[src/rtl/uart_tx_frame_engine_if.sv]
// Request side of the UART TX frame engine: one data word plus the
// per-frame mode bits, offered under a valid/ready handshake.
interface uart_tx_frame_engine_if #(
    parameter int DATA_W = 8
);
    logic              tx_valid_i;
    logic              tx_ready_o;
    logic [DATA_W-1:0] tx_data_i;
    logic [1:0]        parity_mode_i;
    logic              crc_en_i;
    logic              stop2_i;

    // Producer of words (TX buffer / register block)
    modport master (
        output tx_valid_i, tx_data_i, parity_mode_i, crc_en_i, stop2_i,
        input  tx_ready_o
    );

    // The frame engine
    modport slave (
        input  tx_valid_i, tx_data_i, parity_mode_i, crc_en_i, stop2_i,
        output tx_ready_o
    );
endinterface

[src/rtl/uart_tx_frame_engine.sv]
// UART transmit frame engine: start bit, DATA_W data bits LSB first,
// optional parity bit or CRC field (MSB first), then one or two stop bits.
// Mode bits are latched with the word so each frame carries its own format.
module uart_tx_frame_engine #(
    parameter int          DATA_W       = 8,
    parameter int          CLKS_PER_BIT = 16,
    parameter int          CRC_W        = 8,
    parameter int unsigned CRC_POLY     = 'h07,
    parameter int unsigned CRC_INIT     = 'h00
) (
    input  logic                  clk_i,
    input  logic                  rst_ni,
    uart_tx_frame_engine_if.slave bus,
    output logic                  tx_o,
    output logic                  tx_busy_o,
    output logic                  tx_done_o,
    output logic [2:0]            state_o,
    output logic                  state_change_o
);

    localparam int CW = (CLKS_PER_BIT > 2) ? $clog2(CLKS_PER_BIT) : 1;
    localparam int BW = 5;  // covers up to 16 CRC bits and 9 data bits

    localparam logic [CW-1:0]    CNT_MAX  = CW'(CLKS_PER_BIT - 1);
    localparam logic [BW-1:0]    DLAST    = BW'(DATA_W - 1);
    localparam logic [BW-1:0]    CLAST    = BW'(CRC_W - 1);
    localparam logic [31:0]      POLY32   = 32'(CRC_POLY);
    localparam logic [31:0]      INIT32   = 32'(CRC_INIT);
    localparam logic [CRC_W-1:0] POLY     = POLY32[CRC_W-1:0];
    localparam logic [CRC_W-1:0] INIT     = INIT32[CRC_W-1:0];

    typedef enum logic [2:0] {
        S_IDLE   = 3'd0,
        S_START  = 3'd1,
        S_DATA   = 3'd2,
        S_PARITY = 3'd3,
        S_CRC    = 3'd4,
        S_STOP   = 3'd5
    } state_e;

    state_e              state_q, state_d;
    state_e              prev_q;
    logic [CW-1:0]       cnt_q, cnt_d;
    logic [BW-1:0]       bit_q, bit_d;
    logic [DATA_W-1:0]   shift_q, shift_d;
    logic [CRC_W-1:0]    crc_q, crc_d;
    logic                par_q, par_d;
    logic [1:0]          pmode_q, pmode_d;
    logic                crc_en_q, crc_en_d;
    logic                stop2_q, stop2_d;
    logic                tx_q, tx_d;
    logic                done_q, done_d;
    logic                chg_q;

    logic                accept;
    logic                wrap;
    logic                cur_bit;
    logic                crc_fb;
    logic [CRC_W-1:0]    crc_nx;

    assign accept  = bus.tx_valid_i && (state_q == S_IDLE);
    assign wrap    = (cnt_q == CNT_MAX);
    assign cur_bit = shift_q[0];
    assign crc_fb  = crc_q[CRC_W-1] ^ cur_bit;
    assign crc_nx  = {crc_q[CRC_W-2:0], 1'b0} ^ (crc_fb ? POLY : '0);

    // Next-state and line value; everything advances on bit-period wraps
    always_comb begin
        state_d  = state_q;
        cnt_d    = cnt_q;
        bit_d    = bit_q;
        shift_d  = shift_q;
        crc_d    = crc_q;
        par_d    = par_q;
        pmode_d  = pmode_q;
        crc_en_d = crc_en_q;
        stop2_d  = stop2_q;
        tx_d     = tx_q;
        done_d   = 1'b0;

        if (state_q != S_IDLE) begin
            cnt_d = wrap ? '0 : cnt_q + CW'(1);
        end

        case (state_q)
            S_IDLE: begin
                tx_d = 1'b1;
                if (accept) begin
                    state_d  = S_START;
                    tx_d     = 1'b0;
                    cnt_d    = '0;
                    bit_d    = '0;
                    shift_d  = bus.tx_data_i;
                    crc_d    = INIT;
                    par_d    = 1'b0;
                    pmode_d  = bus.parity_mode_i;
                    crc_en_d = bus.crc_en_i;
                    stop2_d  = bus.stop2_i;
                end
            end
            S_START: begin
                if (wrap) begin
                    state_d = S_DATA;
                    bit_d   = '0;
                    tx_d    = shift_q[0];
                end
            end
            S_DATA: begin
                if (wrap) begin
                    crc_d   = crc_nx;
                    par_d   = par_q ^ cur_bit;
                    shift_d = shift_q >> 1;
                    if (bit_q == DLAST) begin
                        bit_d = '0;
                        if (crc_en_q) begin
                            state_d = S_CRC;
                            tx_d    = crc_nx[CRC_W-1];
                        end else if (pmode_q == 2'b01 || pmode_q == 2'b10) begin
                            state_d = S_PARITY;
                            // odd mode (2'b10) inverts the running XOR
                            tx_d    = par_q ^ cur_bit ^ pmode_q[1];
                        end else begin
                            state_d = S_STOP;
                            tx_d    = 1'b1;
                        end
                    end else begin
                        bit_d = bit_q + BW'(1);
                        tx_d  = shift_q[1];
                    end
                end
            end
            S_PARITY: begin
                if (wrap) begin
                    state_d = S_STOP;
                    bit_d   = '0;
                    tx_d    = 1'b1;
                end
            end
            S_CRC: begin
                if (wrap) begin
                    crc_d = {crc_q[CRC_W-2:0], 1'b0};
                    if (bit_q == CLAST) begin
                        state_d = S_STOP;
                        bit_d   = '0;
                        tx_d    = 1'b1;
                    end else begin
                        bit_d = bit_q + BW'(1);
                        tx_d  = crc_q[CRC_W-2];
                    end
                end
            end
            S_STOP: begin
                tx_d = 1'b1;
                if (wrap) begin
                    if (stop2_q && bit_q == '0) begin
                        bit_d = BW'(1);
                    end else begin
                        state_d = S_IDLE;
                        bit_d   = '0;
                        done_d  = 1'b1;
                    end
                end
            end
            default: begin
                state_d = S_IDLE;
                cnt_d   = '0;
                bit_d   = '0;
                tx_d    = 1'b1;
            end
        endcase
    end

    // State, datapath and registered outputs; reset aborts any frame
    always_ff @(posedge clk_i) begin
        if (!rst_ni) begin
            state_q  <= S_IDLE;
            prev_q   <= S_IDLE;
            cnt_q    <= '0;
            bit_q    <= '0;
            shift_q  <= '0;
            crc_q    <= '0;
            par_q    <= 1'b0;
            pmode_q  <= 2'b00;
            crc_en_q <= 1'b0;
            stop2_q  <= 1'b0;
            tx_q     <= 1'b1;
            done_q   <= 1'b0;
            chg_q    <= 1'b0;
        end else begin
            state_q  <= state_d;
            prev_q   <= state_q;
            cnt_q    <= cnt_d;
            bit_q    <= bit_d;
            shift_q  <= shift_d;
            crc_q    <= crc_d;
            par_q    <= par_d;
            pmode_q  <= pmode_d;
            crc_en_q <= crc_en_d;
            stop2_q  <= stop2_d;
            tx_q     <= tx_d;
            done_q   <= done_d;
            // compares current to previous state, so it trails state_o
            chg_q    <= (state_q != prev_q);
        end
    end

    assign bus.tx_ready_o = (state_q == S_IDLE);
    assign tx_busy_o      = (state_q != S_IDLE);
    assign tx_o           = tx_q;
    assign tx_done_o      = done_q;
    assign state_o        = state_q;
    assign state_change_o = chg_q;

endmodule
[src/flat_wrapper.sv]
// flat-port wrapper written by rule: the top's interface ports become plain ports
module uart_tx_frame_engine_flat 
#(
    parameter int          DATA_W       = 8,
    parameter int          CLKS_PER_BIT = 16,
    parameter int          CRC_W        = 8,
    parameter int unsigned CRC_POLY     = 'h07,
    parameter int unsigned CRC_INIT     = 'h00
)
  (clk_i, rst_ni, tx_o, tx_busy_o, tx_done_o, state_o, state_change_o, bus_tx_valid_i, bus_tx_data_i, bus_parity_mode_i, bus_crc_en_i, bus_stop2_i, bus_tx_ready_o);
  uart_tx_frame_engine_if #(.DATA_W(DATA_W)) bus_i ();
  input  logic clk_i;
  input  logic rst_ni;
  output logic tx_o;
  output logic tx_busy_o;
  output logic tx_done_o;
  output logic [2:0] state_o;
  output logic state_change_o;
  input wire logic [$bits(bus_i.tx_valid_i)-1:0] bus_tx_valid_i;
  input wire logic [$bits(bus_i.tx_data_i)-1:0] bus_tx_data_i;
  input wire logic [$bits(bus_i.parity_mode_i)-1:0] bus_parity_mode_i;
  input wire logic [$bits(bus_i.crc_en_i)-1:0] bus_crc_en_i;
  input wire logic [$bits(bus_i.stop2_i)-1:0] bus_stop2_i;
  output wire logic [$bits(bus_i.tx_ready_o)-1:0] bus_tx_ready_o;
  assign bus_i.tx_valid_i = bus_tx_valid_i;
  assign bus_i.tx_data_i = bus_tx_data_i;
  assign bus_i.parity_mode_i = bus_parity_mode_i;
  assign bus_i.crc_en_i = bus_crc_en_i;
  assign bus_i.stop2_i = bus_stop2_i;
  assign bus_tx_ready_o = bus_i.tx_ready_o;
  uart_tx_frame_engine #(.DATA_W(DATA_W), .CLKS_PER_BIT(CLKS_PER_BIT), .CRC_W(CRC_W), .CRC_POLY(CRC_POLY), .CRC_INIT(CRC_INIT)) u_core (.clk_i(clk_i), .rst_ni(rst_ni), .bus(bus_i), .tx_o(tx_o), .tx_busy_o(tx_busy_o), .tx_done_o(tx_done_o), .state_o(state_o), .state_change_o(state_change_o));
endmodule
[config.mk]
export PLATFORM = sky130hd
export DESIGN_NAME = uart_tx_frame_engine_flat
export DESIGN_NICKNAME = d
export VERILOG_FILES = /design/src/rtl/uart_tx_frame_engine_if.sv /design/src/rtl/uart_tx_frame_engine.sv /design/src/flat_wrapper.sv
export SDC_FILE = /design/constraint.sdc
export NUM_CORES = 1
export LEC_CHECK = 0
export ABC_AREA = 1
export CAP_MARGIN = 20
export CORE_AREA = 2 2 75 63
export CTS_CLUSTER_DIAMETER = 150
export DETAILED_ROUTE_END_ITERATION = 12
export DIE_AREA = 0 0 77 65
export HOLD_SLACK_MARGIN = 0.1
export PLACE_DENSITY = 0.7
export RECOVER_POWER = 100
export SYNTH_ARGS = -nofsm -noshare
export SYNTH_HDL_FRONTEND = slang
export SYNTH_SLANG_ARGS = --single-unit
[constraint.sdc]
create_clock -name clk_i -period 2 [get_ports clk_i]
set_input_delay 0.4 -clock clk_i [delete_from_list [all_inputs] [get_ports clk_i]]
set_output_delay 0.4 -clock clk_i [all_outputs]
set_load 0.1 [all_outputs]
-- Word-level counts from Yosys, hierarchy flattened
Index checks and enable logic that the tools add are counted.
- flip-flop bits (word level): 39
- input bits: 15
- output and inout bits: 8
- word-level logic and storage cells: 103
- add/subtract/negate cells: 2
- equal/unequal tests: 21
- mux-type cells: 45
- bitwise logic cells: 4
- reductions and logical operators: 18
- operators by type and width (kind ; count):
    $mux 8 ; 5
    $mux 3 ; 12
    $mux 5 ; 5
    $pmux 8 s3 ; 1
    $ne 2x1->1 const B ; 10
    $pmux 5 s4 ; 1
    $pmux 3 s6 ; 1
    $pmux 8 s2 ; 1
    $mux 1 ; 13
    $mux 4 ; 3
    $reduce_and 4->1 ; 3
    $reduce_and 9->1 ; 1
    $pmux 4 s2 ; 1
    $xor 8x8->8 ; 1
    $eq 3x2->1 const B ; 2
    $eq 3x3->1 const B ; 2
    $reduce_and 3->1 ; 2
    $reduce_bool 3->1 ; 2
    $add 5x1->5 const B ; 1
    $eq 5x3->1 const B ; 1
    $logic_not 5->1 ; 1
    $pmux 1 s5 ; 1
    $reduce_or 5->1 ; 1
    $add 4x1->4 const B ; 1
    14 further kinds ; 18

-- Depth between registers and ports, before layout
- depth in word-level cells: 7
- mapped depth: 12
- depth with buffers taken out: 10

-- Least setup slack after synthesis
No wires, ideal clock.
- path kind: register -> register
- from: register u_core.state_q[0] (netlist: u_core.state_o[0])
- to: register u_core.shift_q[5]
- arrival: 2401 ps
- required time: 1930 ps
- setup slack: -471 ps
- cell stages (with the launch flop): 11
- path buffers: 2
- period minus slack after synthesis: 2471 ps
- cells stage by stage: dfxtp_1 buf_4 nor2_8 nand2_4 inv_4 nand2_2 o21ai_4 inv_2 buf_6 o21ai_1 a21oi_1
- word-level cells in the longest chain between the ends: 4
- elaborated cells on any way between the ends: 8
- those cells by class: eq/ne (3); mux (1); reduce/logical (4)
- ends and longest elaborated chain (item ; line ; text):
    start: declaration ; uart_tx_frame_engine.sv:41 ; state_e state_q, state_d;
    start signal: assignment ; uart_tx_frame_engine.sv:190 ; state_q <= state_d;
    $logic_not 3->1 * ; n/a ;
    named net bus_tx_ready_o ; flat_wrapper.sv:24 ; output wire logic [$bits(bus_i.tx_ready_o)-1:0] bus_tx_ready_o;
    $logic_and 1x1->1 ; uart_tx_frame_engine.sv:61 ; assign accept = bus.tx_valid_i && (state_q == S_IDLE);
    $ne 2x1->1 (no line) ; n/a ;
    $reduce_and 3->1 (no line) ; n/a ;
    end signal: assignment ; uart_tx_frame_engine.sv:194 ; shift_q <= shift_d;
    end: declaration ; uart_tx_frame_engine.sv:45 ; logic [DATA_W-1:0] shift_q, shift_d;
Mark *: on every way through the listed nets, which the timed path passes. The rest lies on a longest branch.
A chain may end at the register's enable or synchronous reset.

-- Worst setup path after layout
- from: register u_core.state_q[2] (netlist: u_core.state_o[2])
- to: output port bus_tx_ready_o
- word-level cells in the longest chain between the ends: 1
- ends and longest elaborated chain (item ; line ; text):
    $logic_not 3->1 ; uart_tx_frame_engine.sv:207 ; assign bus.tx_ready_o = (state_q == S_IDLE);
    end: declaration ; flat_wrapper.sv:24 ;
Every way passes these cells.

==> flow_metrics.tcl <==
set metrics [dict create \
    synth_edf_count 0 \
    coreArea_sq_um 4350 \
    ys_ff_latch 39 \
    finalWirelength_mm 4.23 \
    syn_inst 289 \
    dr.pass1.iters 4 \
    cp-start-kind "flip-flop" \
    rsz0062_at_grt "false" \
    ios 23 \
    final_layout_size_suffix_gt1_share_pct 12.9 \
    crit_required_ps 1600 \
    dieArea_sq_um 5010 \
    start_util_pct 47.2 \
    vias_per_cell 4.95 \
    hold_buffers 0 \
    cts_buffers 5 \
    synth_commonest_cells "nand2_1 (79), dfxtp_1 (39), nor2_1 (39)" \
    synth.area.top_cells "dfxtp_1 (38%), nand2_1 (14%), nor2_1 (7.1%)" \
    ant_nets 0 \
    synth_area_sq_um 2050 \
    fin_tns_setup_ps 0 \
    fmax_mhz 555 \
    synthArstFlopShare_pct 0 \
    use_met3_pct 5.01 \
    post-dp-hpwl_mm 3.09 \
    grt_max_degree 19 \
    synth_flop_cell "dfxtp_1" \
    fp.dieH_microns 65 \
    fill_cells 436 \
    path_class "flip-flop to output port" \
    slew_violations 0 \
    fin_skew_ps 9.27 \
    vias 1835 \
    h-tree-depth 2 \
    cp_max_fo 13 \
    syn-num-nets 307 \
    top_usage_layer "met2" \
    cts-resized-gates 0 \
    fin_nets 328 \
    post_cts_buffers 0 \
    hold_viol_final 0 \
    grt_pass1_wl_mm 7.60 \
    antenna_cells 0 \
    hp-class "flip-flop to flip-flop" \
    clk_pin_slew_ps 80 \
    synth_top_cell_by_area "dfxtp_1" \
    cp.arrival_ps 1400 \
    fin_crit_ps 1800 \
    grt_pass1_vias 1701 \
    yosysMostFrequentCell "nand2_1" \
    slew_headroom_pct 64.2 \
    grt_use_total_pct 19.3 \
    status "finished clean" \
    ys_warn_count 0 \
    seq_area_frac_synth_pct 38.1 \
    maxCapViolCount 0 \
    gp_congestion 0.849 \
    drt_iter0_drc 161 \
    die_w_microns 77 \
    use_met1_pct 24.9 \
    tritoncts "built" \
    setup_violations 0 \
    root_buffer "clkbuf_8" \
    clk_latency_ps 300 \
    syn_to_final_growth_pct 18.2 \
    yosysUniqueCellTypes 34 \
    fin_crit_sh_pct 90.0 \
    port_buffers 22 \
    fin_hold_ws_ps 451 \
    gr-usage-met2_pct 30.4 \
    wl_per_cell_microns 11.4 \
    end_kind "output port" \
    grt_overflow 0 \
    worst_slew_pin_slew_ps 539 \
    rows 22 \
    yosysTopAreaCellShare_pct 38.1 \
    drc 0 \
    cts_sinks 39 \
    antenna_found_initial 0 \
    clk_path_buf_depth 2 \
    syn_avg_cell_area_sq_um 7.10 \
]
## cell type report
cell class / count / area (sq um) / share of cell area [%]
timing repair buffer: 24 / 268 / 11.0
clock inverter: 1 / 6.26 / 0.258
sequential: 39 / 790 / 32.6
tap: 60 / 75.1 / 3.10
clock buffer: 7 / 96.3 / 3.97
multi-input combinational: 213 / 1080 / 44.6
inverter: 27 / 109 / 4.49
## cell families (layout without fill, tap and decap cells)
group / after synthesis / count (layout) / share of synthesized area, %
AO/OA/AOI/OAI: 52 / 52 / 14.1
XOR/XNOR: 9 / 9 / 3.84
adder cells (fa/ha/maj): 3 / 3 / 1.83
buffers and inverters: 37 / 59 / 8.60
flip-flops: 39 / 39 / 38.1
AND/OR/NAND/NOR: 149 / 149 / 33.6
## final timing paths
kind                                        from                              to  slack, ps  depth (start not counted)
hold / removal    u_core.shift_q[3]$_SDFFE_PN0P_  u_core.shift_q[3]$_SDFFE_PN0P_        450                          2
setup reg to reg  u_core.state_o[2]$_SDFFE_PN0P_  u_core.state_o[1]$_SDFFE_PN0P_        230                          9
hold reg to reg   u_core.shift_q[3]$_SDFFE_PN0P_  u_core.shift_q[3]$_SDFFE_PN0P_        450                          2
setup / recovery  u_core.state_o[2]$_SDFFE_PN0P_                  bus_tx_ready_o        200                          4
## critical path, cell delays in order (launching register included)
cell and delay [ps]:
dfxtp_2 530, inv_2 100, nand2_2 240, inv_6 70, buf_12 170
## state kept, by name, summed over array words and instances, names as in the netlist, 2 cells and up
signal / count
u_core.state_o: 3
u_core.crc_q: 8
u_core.shift_q: 8
u_core.pmode_q: 2
u_core.prev_q: 3
u_core.bit_q: 5
u_core.cnt_q: 4
## metrics by stage
step	instance area (sq um)	utilization, %	std cells	setup slack [ps]
6_report	2420	55.8	371	199
3_3_place_gp	2340	53.9	363	190
3_5_place_dp	2340	53.9	363	175
4_1_cts	2450	56.3	371	269
5_1_grt	2420	55.8	371	78.8
2_1_floorplan	2060	-	289	21.6
## cells in the final DEF (no fill, tap or decap), types with 2 or more instances in the layout
| master | count |
|---|---|
| inv_1 | 21 |
| nand2_2 | 4 |
| nor3_1 | 2 |
| dfxtp_4 | 2 |
| xnor2_1 | 5 |
| inv_4 | 2 |
| nand3_1 | 12 |
| nor2_4 | 2 |
| nor2_1 | 39 |
| ha_1 | 3 |
| clkdlybuf4s50_1 | 13 |
| nand4_1 | 2 |
| xor2_1 | 4 |
| inv_2 | 4 |
| o211a_1 | 2 |
| o21ai_0 | 26 |
| clkbuf_8 | 7 |
| buf_12 | 5 |
| nand2_1 | 80 |
| dfxtp_1 | 36 |
| a21oi_1 | 19 |
| clkbuf_2 | 4 |
## layer usage
metal | vias to the layer above | wire (microns) | part of all wire [%]
met5 | - | 0 | 0
met4 | 0 | 71 | 1.7
met3 | 8 | 180 | 4.3
met2 | 29 | 1820 | 43
met1 | 834 | 2160 | 51
li1 | 964 | - | -
Power is left out: the tool's default activity adds up to more than one toggle a clock period on the data nets, which glitch-free logic cannot reach.
